File: src/rtl/expr_pipe_pkg.sv
// expr_pipe_pkg: shared definitions for the pipelined lane-parallel expression
// evaluator. Holds the opcode encoding, the opcode width and the helper that
// gives the shift amount at which shifts saturate.
package expr_pipe_pkg;

  localparam int OP_W = 4;

  typedef enum logic [OP_W-1:0] {
    OP_ADD  = 4'd0,
    OP_SUB  = 4'd1,
    OP_AND  = 4'd2,
    OP_OR   = 4'd3,
    OP_XOR  = 4'd4,
    OP_XNOR = 4'd5,
    OP_SHL  = 4'd6,
    OP_SHR  = 4'd7,
    OP_LT   = 4'd8,
    OP_LE   = 4'd9,
    OP_EQ   = 4'd10,
    OP_NE   = 4'd11,
    OP_RAND = 4'd12,
    OP_ROR  = 4'd13,
    OP_RXOR = 4'd14,
    OP_MUL  = 4'd15
  } op_e;

  // Any shift amount at or above this value moves every operand bit out of
  // the lane, so the result takes its saturated value.
  function automatic int shiftLimit(input int laneWidth);
    return laneWidth;
  endfunction

endpackage

File: src/rtl/expr_pipe_eval_lane.sv
// expr_lane: purely combinational single-lane ALU.
// Ports:
//   op_i     - opcode (op_e)
//   signed_i - 1 = operands are two's-complement, 0 = unsigned
//   a_i, b_i - W-bit operands
//   y_o      - W-bit result (truncated)
//   flag_o   - per-op flag (carry/borrow/overflow, shifted-out, compare, ...)
module expr_lane
  import expr_pipe_pkg::*;
#(
  parameter int W = 6
) (
  input  op_e          op_i,
  input  logic         signed_i,
  input  logic [W-1:0] a_i,
  input  logic [W-1:0] b_i,
  output logic [W-1:0] y_o,
  output logic         flag_o
);

  localparam int           SHIFT_LIM   = shiftLimit(W);
  localparam logic [W-1:0] SHIFT_LIM_V = SHIFT_LIM[W-1:0];

  logic [W:0]          sum;
  logic [W:0]          diff;
  logic [2*W-1:0]      shlWide;
  logic [2*W-1:0]      aExt;
  logic [2*W-1:0]      bExt;
  logic [2*W-1:0]      prod;
  logic signed [W-1:0] aSigned;
  logic                shiftSat;
  logic                lt;
  logic                eq;

  always_comb begin
    sum      = {1'b0, a_i} + {1'b0, b_i};
    diff     = {1'b0, a_i} - {1'b0, b_i};
    shiftSat = (b_i >= SHIFT_LIM_V);
    // Shifting into a double-width word keeps the bits that fall off the
    // top of the lane so the SHL flag can see them.
    shlWide  = {{W{1'b0}}, a_i} << b_i;
    aSigned  = a_i;
    // Sign- or zero-extending to 2W makes one unsigned multiplier give the
    // correct full product for either signedness.
    aExt     = signed_i ? {{W{a_i[W-1]}}, a_i} : {{W{1'b0}}, a_i};
    bExt     = signed_i ? {{W{b_i[W-1]}}, b_i} : {{W{1'b0}}, b_i};
    prod     = aExt * bExt;
    eq       = (a_i == b_i);
    lt       = signed_i ? ($signed(a_i) < $signed(b_i)) : (a_i < b_i);

    y_o    = '0;
    flag_o = 1'b0;
    case (op_i)
      OP_ADD: begin
        y_o    = sum[W-1:0];
        flag_o = signed_i ? ((a_i[W-1] == b_i[W-1]) && (sum[W-1] != a_i[W-1]))
                          : sum[W];
      end
      OP_SUB: begin
        y_o    = diff[W-1:0];
        flag_o = signed_i ? ((a_i[W-1] != b_i[W-1]) && (diff[W-1] != a_i[W-1]))
                          : diff[W];
      end
      OP_AND:  y_o = a_i & b_i;
      OP_OR:   y_o = a_i | b_i;
      OP_XOR:  y_o = a_i ^ b_i;
      OP_XNOR: y_o = ~(a_i ^ b_i);
      OP_SHL: begin
        if (shiftSat) begin
          y_o    = '0;
          flag_o = |a_i;
        end else begin
          y_o    = shlWide[W-1:0];
          flag_o = |shlWide[2*W-1:W];
        end
      end
      OP_SHR: begin
        if (shiftSat) begin
          y_o = signed_i ? {W{a_i[W-1]}} : '0;
        end else if (signed_i) begin
          y_o = aSigned >>> b_i;
        end else begin
          y_o = a_i >> b_i;
        end
      end
      OP_LT: begin
        y_o[0] = lt;
        flag_o = lt;
      end
      OP_LE: begin
        y_o[0] = lt | eq;
        flag_o = lt | eq;
      end
      OP_EQ: begin
        y_o[0] = eq;
        flag_o = eq;
      end
      OP_NE: begin
        y_o[0] = ~eq;
        flag_o = ~eq;
      end
      OP_RAND: begin
        y_o[0] = &a_i;
        flag_o = &a_i;
      end
      OP_ROR: begin
        y_o[0] = |a_i;
        flag_o = |a_i;
      end
      OP_RXOR: begin
        y_o[0] = ^a_i;
        flag_o = ^a_i;
      end
      OP_MUL: begin
        y_o    = prod[W-1:0];
        // Signed results fit only if the upper half is a pure sign extension.
        flag_o = signed_i ? (prod[2*W-1:W] != {W{prod[W-1]}})
                          : (|prod[2*W-1:W]);
      end
      default: begin
        y_o    = '0;
        flag_o = 1'b0;
      end
    endcase
  end

endmodule

File: src/rtl/expr_pipe_eval.sv
// expr_pipe_eval: two-stage pipelined, valid/ready handshaked evaluator that
// applies one opcode to LANES independent operand pairs per transaction.
// Ports:
//   clk, rst             - clock, synchronous active-high reset
//   in_valid / in_ready  - input handshake
//   in_op, in_signed     - opcode and signedness for all lanes
//   in_a, in_b           - packed operands, lane i at [i*W +: W]
//   out_valid / out_ready- output handshake
//   out_y, out_flag      - packed per-lane results and flags
//   out_seq              - sequence tag of the presented result
module expr_pipe_eval
  import expr_pipe_pkg::*;
#(
  parameter int LANES = 6,
  parameter int W     = 6,
  parameter int SEQ_W = 8
) (
  input  logic               clk,
  input  logic               rst,
  input  logic               in_valid,
  output logic               in_ready,
  input  logic [OP_W-1:0]    in_op,
  input  logic               in_signed,
  input  logic [LANES*W-1:0] in_a,
  input  logic [LANES*W-1:0] in_b,
  output logic               out_valid,
  input  logic               out_ready,
  output logic [LANES*W-1:0] out_y,
  output logic [LANES-1:0]   out_flag,
  output logic [SEQ_W-1:0]   out_seq
);

  // S1: captured operands and opcode
  logic               s1Valid_q, s1Valid_d;
  op_e                s1Op_q, s1Op_d;
  logic               s1Signed_q, s1Signed_d;
  logic [LANES*W-1:0] s1A_q, s1A_d;
  logic [LANES*W-1:0] s1B_q, s1B_d;

  // S2: registered results plus the running sequence counter
  logic               s2Valid_q, s2Valid_d;
  logic [LANES*W-1:0] s2Y_q, s2Y_d;
  logic [LANES-1:0]   s2Flag_q, s2Flag_d;
  logic [SEQ_W-1:0]   s2Seq_q, s2Seq_d;
  logic [SEQ_W-1:0]   seqCnt_q, seqCnt_d;

  logic [LANES*W-1:0] laneY;
  logic [LANES-1:0]   laneFlag;
  logic               adv2;

  for (genvar g = 0; g < LANES; g++) begin : gLane
    expr_lane #(.W(W)) uLane (
      .op_i    (s1Op_q),
      .signed_i(s1Signed_q),
      .a_i     (s1A_q[g*W +: W]),
      .b_i     (s1B_q[g*W +: W]),
      .y_o     (laneY[g*W +: W]),
      .flag_o  (laneFlag[g])
    );
  end

  // S2 can take new data when it is empty or its result is being consumed;
  // S1 can take new data when it is empty or can hand off to S2.
  assign adv2     = ~s2Valid_q | out_ready;
  assign in_ready = ~s1Valid_q | adv2;

  always_comb begin
    s1Valid_d  = s1Valid_q;
    s1Op_d     = s1Op_q;
    s1Signed_d = s1Signed_q;
    s1A_d      = s1A_q;
    s1B_d      = s1B_q;
    s2Valid_d  = s2Valid_q;
    s2Y_d      = s2Y_q;
    s2Flag_d   = s2Flag_q;
    s2Seq_d    = s2Seq_q;
    seqCnt_d   = seqCnt_q;

    if (in_ready) begin
      s1Valid_d = in_valid;
      if (in_valid) begin
        s1Op_d     = op_e'(in_op);
        s1Signed_d = in_signed;
        s1A_d      = in_a;
        s1B_d      = in_b;
      end
    end

    if (adv2) begin
      s2Valid_d = s1Valid_q;
      if (s1Valid_q) begin
        s2Y_d    = laneY;
        s2Flag_d = laneFlag;
        s2Seq_d  = seqCnt_q;
        seqCnt_d = seqCnt_q + SEQ_W'(1);
      end
    end
  end

  always_ff @(posedge clk) begin
    if (rst) begin
      s1Valid_q  <= 1'b0;
      s1Op_q     <= OP_ADD;
      s1Signed_q <= 1'b0;
      s1A_q      <= '0;
      s1B_q      <= '0;
      s2Valid_q  <= 1'b0;
      s2Y_q      <= '0;
      s2Flag_q   <= '0;
      s2Seq_q    <= '0;
      seqCnt_q   <= '0;
    end else begin
      s1Valid_q  <= s1Valid_d;
      s1Op_q     <= s1Op_d;
      s1Signed_q <= s1Signed_d;
      s1A_q      <= s1A_d;
      s1B_q      <= s1B_d;
      s2Valid_q  <= s2Valid_d;
      s2Y_q      <= s2Y_d;
      s2Flag_q   <= s2Flag_d;
      s2Seq_q    <= s2Seq_d;
      seqCnt_q   <= seqCnt_d;
    end
  end

  assign out_valid = s2Valid_q;
  assign out_y     = s2Y_q;
  assign out_flag  = s2Flag_q;
  assign out_seq   = s2Seq_q;

endmodule
File: config.mk
export PLATFORM = sky130hd
export DESIGN_NAME = expr_pipe_eval
export DESIGN_NICKNAME = d
export VERILOG_FILES = /design/src/rtl/expr_pipe_pkg.sv /design/src/rtl/expr_pipe_eval_lane.sv /design/src/rtl/expr_pipe_eval.sv
export SDC_FILE = /design/constraint.sdc
export NUM_CORES = 2
export LEC_CHECK = 0
export CORE_MARGIN = 10
export CORE_UTILIZATION = 29
export CTS_CLUSTER_SIZE = 25
export DETAILED_ROUTE_END_ITERATION = 7
export DONT_BUFFER_PORTS = 1
export HOLD_SLACK_MARGIN = 0.05
export PLACE_DENSITY_LB_ADDON = 0.15
export SKIP_CTS_REPAIR_TIMING = 1
export SYNTH_ARGS = -nofsm -noshare
export SYNTH_HDL_FRONTEND = slang
export SYNTH_SLANG_ARGS = --single-unit
File: constraint.sdc
create_clock -name clk -period 5.95 [get_ports clk]
set_input_delay 0.8925 -clock clk [delete_from_list [all_inputs] [get_ports clk]]
set_output_delay 0.8925 -clock clk [all_outputs]
set_load 0.02 [all_outputs]
==> results.py <==
metrics = {
    "grt": {
        "track_usage": 0.196,
        "grt_antenna_before_repair": 1,
        "grt_max_degree": 141,
        "grt_pass1_vias": 23770,
        "grt_pass1_wl_mm": 151,
        "grt_overflow": 0,
    },
    "layout": {
        "utilization": 0.318,
        "syn2layout_area_growth_pct": 8.78,
        "multi_input_area_mm2": 0.0201,
        "num-nets-final": 3950,
        "fillCellCount": 9521,
        "design_area_mm2": 0.0276,
        "final-seq-area_mm2": 0.00275,
        "drive_above_1_share": 0.0627,
    },
    "timing": {
        "setup_ws_ns": 0.456,
        "maxSlewViolCount": 0,
        "period_needed_ns": 5.49,
        "final-setup-viol-count": 0,
        "fmax_mhz": 182,
        "fin_worst_skew_ns": 0.0337,
        "rsz0062_at_grt": "no",
        "fin_crit_sh": 0.923,
        "slew_headroom": 0.281,
        "worstMarginPinSlew_ns": 1.07,
        "hold_viol": 0,
        "setup-tns-final_ns": 0,
    },
    "setup_path": {
        "crit_top_cell": "xnor2_1",
        "crit_start": "s1A_q[11]$_SDFFE_PP0P_",
        "worstPathRequired_ns": 6.37,
        "cp_cell_sequence": "inv_1 > nor2_1 > nand2_1 > fa_1 > inv_1 > fa_1 > fa_1 > inv_1 > fa_1 > xnor2_1 > xnor2_1 > xnor2_1 > xnor2_1 > xnor2_1 > xnor2_1 > or4_1 > a22o_1",
        "r2r_slack_ns": 0.46,
        "reg2reg_to": "out_flag[1]$_SDFFE_PP0P_",
        "r2r_start": "s1A_q[11]$_SDFFE_PP0P_",
        "worst_setup_path_start_kind": "flop",
        "crit_fanout": 17,
        "worstPathArrival_ns": 5.91,
        "end_kind": "flop",
        "slowest_stage": "dfxtp_1",
        "endpoint": "out_flag[1]$_SDFFE_PP0P_",
        "reg2reg_depth": 17,
        "critPathKind": "reg2reg",
        "slowest_delay_ns": 0.70,
    },
    "power_and_ir_drop": {
        "pwr-share-clk": 0.314,
        "irDropWorstVdd_mv": 0.255,
        "p_total_uw": 3590,
        "p_comb_frac": 0.388,
        "internal_power_uw": 2000,
        "p_leak_uw": 0.0115,
        "sequentialPowerShare": 0.298,
        "p_sw_uw": 1590,
        "sw_frac_of_total": 0.444,
        "power_density_mw_per_mm2": 130,
    },
    "drt": {
        "vias": 23947,
        "viasPerCell": 5.32,
        "drtPass1Iterations": 6,
        "ant_nets": 0,
        "avgRoutedWirePerCell_um": 22.0,
        "post-route-drc-count": 0,
        "drt_iter0_drc": 1821,
        "totalWireLength_mm": 98.9,
    },
    "cts": {
        "numCtsBuffers": 17,
        "cts-root-buf": "clkbuf_16",
        "clock-sinks": 137,
        "cts_tree": "built",
        "cts_buffer_depth": 2,
        "insertion_delay_ns": 0.53,
        "h-tree-depth": 4,
        "clk_pin_slew_worst_paths_ns": 0.08,
    },
    "yosys": {
        "syn_area_mm2": 0.0254,
        "syn-mean-instance-area_um2": 7.48,
        "yosysWarnings": 0,
        "ys.flop_type": "dfxtp_1",
        "postSynthCellCount": 3398,
        "synth_seq_area_share": 0.108,
        "syn_nets": 4014,
        "ys_types": 85,
        "synth_edf_count": 0,
        "synth_seq_cells": 137,
        "synthArstFlopShare": 0,
    },
    "floorplan": {
        "rows": 108,
        "fp.dieW_um": 316,
        "dieArea_mm2": 0.0999,
        "initial_core_util": 0.292,
        "ios": 133,
        "core_area_mm2": 0.0869,
        "die_h_um": 316,
    },
    "placed_design": {
        "place_congestion": 0.915,
        "dpl-instance-area_mm2": 0.0271,
        "port_buffers": 0,
        "dp_slack_ns": 0.433,
        "dp_hpwl_mm": 76.3,
    },
    "flow_run": {
        "cap_violations": 0,
    },
    "hold_path": {
        "hold_start": "rst",
        "hp-class": "in2reg",
    },
    "outcome": {
        "status": "completed",
    },
}
[layer usage]
layer	vias up	track usage	share of wire	routed length [um]
met3	102	0.0355	0.065	6460
met2	782	0.313	0.45	45000
met1	11709	0.271	0.46	45600
li1	11352	-	-	-
met4	2	0.0498	0.019	1890
met5	-	0	0.000071	7
[registers in the layout, indices dropped and copies added (netlist names)]
| signal | flops |
|---|---|
| out_flag | 6 |
| out_seq | 8 |
| out_valid | 1 |
| out_y | 36 |
| s1A_q | 36 |
| s1B_q | 36 |
| s1Op_q | 4 |
| s1Signed_q | 1 |
| s1Valid_q | 1 |
| seqCnt_q | 8 |
[layout make-up]
| class | count | share of cell area |
|---|---|---|
| flip-flops and latches | 137 | 0.0993 |
| diodes | 1 | 0.0000905 |
| repair buffers | 128 | 0.0357 |
| well taps | 1155 | 0.0523 |
| multi-input cells | 2579 | 0.728 |
| clock inverters | 14 | 0.00475 |
| inverters | 471 | 0.0640 |
| clock buffers | 18 | 0.0155 |
[synthesized netlist by cell type, types with 24 or more instances]
library cell,instances,share of area
a211oi_1,26,0.0077
a21o_1,25,0.0074
a21oi_1,273,0.054
a221oi_1,37,0.013
a22oi_1,24,0.0071
a31oi_1,33,0.0081
buf_1,26,0.0038
buf_2,36,0.0071
clkbuf_1,144,0.021
dfxtp_1,137,0.11
fa_1,228,0.18
ha_1,307,0.15
inv_1,456,0.067
nand2_1,459,0.068
nand3_1,76,0.015
nor2_1,271,0.040
nor3_1,71,0.014
o211ai_1,24,0.0071
o21ai_0,148,0.029
o22ai_1,33,0.0081
o31ai_1,28,0.0083
xnor2_1,132,0.045
xor2_1,39,0.013
[cell usage in the layout, fill, tap and decap left out, types with 126 or more instances in the layout]
master   netlist  layout
xnor2_1      132     132
nand2_1      459     458
buf_4          4     126
dfxtp_1      137     136
a21oi_1      273     272
ha_1         307     307
inv_1        456     455
nor2_1       271     269
o21ai_0      148     148
fa_1         228     228
[power by group through the flow]
stage	registers, uW	logic [uW]	clock network (uW)
detailed placement	1090	1370	0
floorplan	1040	960	0
finish	1070	1390	1130
global route	1080	1540	1200
global placement	1090	1380	0
CTS	1070	1380	1180
[worst max-delay path, delay by kind of cell (launching register included)]
| family | cells | cell delay [ns] |
|---|---|---|
| and+or+nand+nor | 3 | 1.00 |
| buffers and inverters | 3 | 0.45 |
| adders and majority gates | 4 | 2.09 |
| AOI/OAI and AO/OA | 1 | 0.22 |
| xor gates and xnor gates | 6 | 0.92 |
| DFF | 1 | 0.70 |
[metrics by stage]
| step | hold slack, ns | std cells |
|---|---|---|
| after floorplan | 0.437 | 3398 |
| after global placement | 0.452 | 4470 |
| after detailed placement | 0.455 | 4470 |
| after CTS | 0.418 | 4502 |
| after global routing | 0.437 | 4502 |
| final | 0.462 | 4503 |
[how the worst min path moves through the flow]
stage                                    endpoint  cells past startpoint  slack, ns
after detailed placement   s1A_q[12]$_SDFFE_PP0P_                      2       0.46
final                       out_y[7]$_SDFFE_PP0P_                      1       0.46
after CTS                  out_y[24]$_SDFFE_PP0P_                      1       0.42
after global placement     s1Op_q[3]$_SDFFE_PP0P_                      2       0.45
after floorplan           out_seq[7]$_SDFFE_PP0P_                      2       0.44
after global routing        out_y[7]$_SDFFE_PP0P_                      1       0.44
[cell families after synthesis]
family          after synthesis  share of synthesized area
compound gates              819                      0.208
simple gates               1026                      0.176
buf+inv                     682                      0.103
flops                       137                      0.108
mux                          28                     0.0150
xor+xnor                    171                     0.0589
fa+ha+maj                   535                      0.331
(Power assumes the default switching activity.)
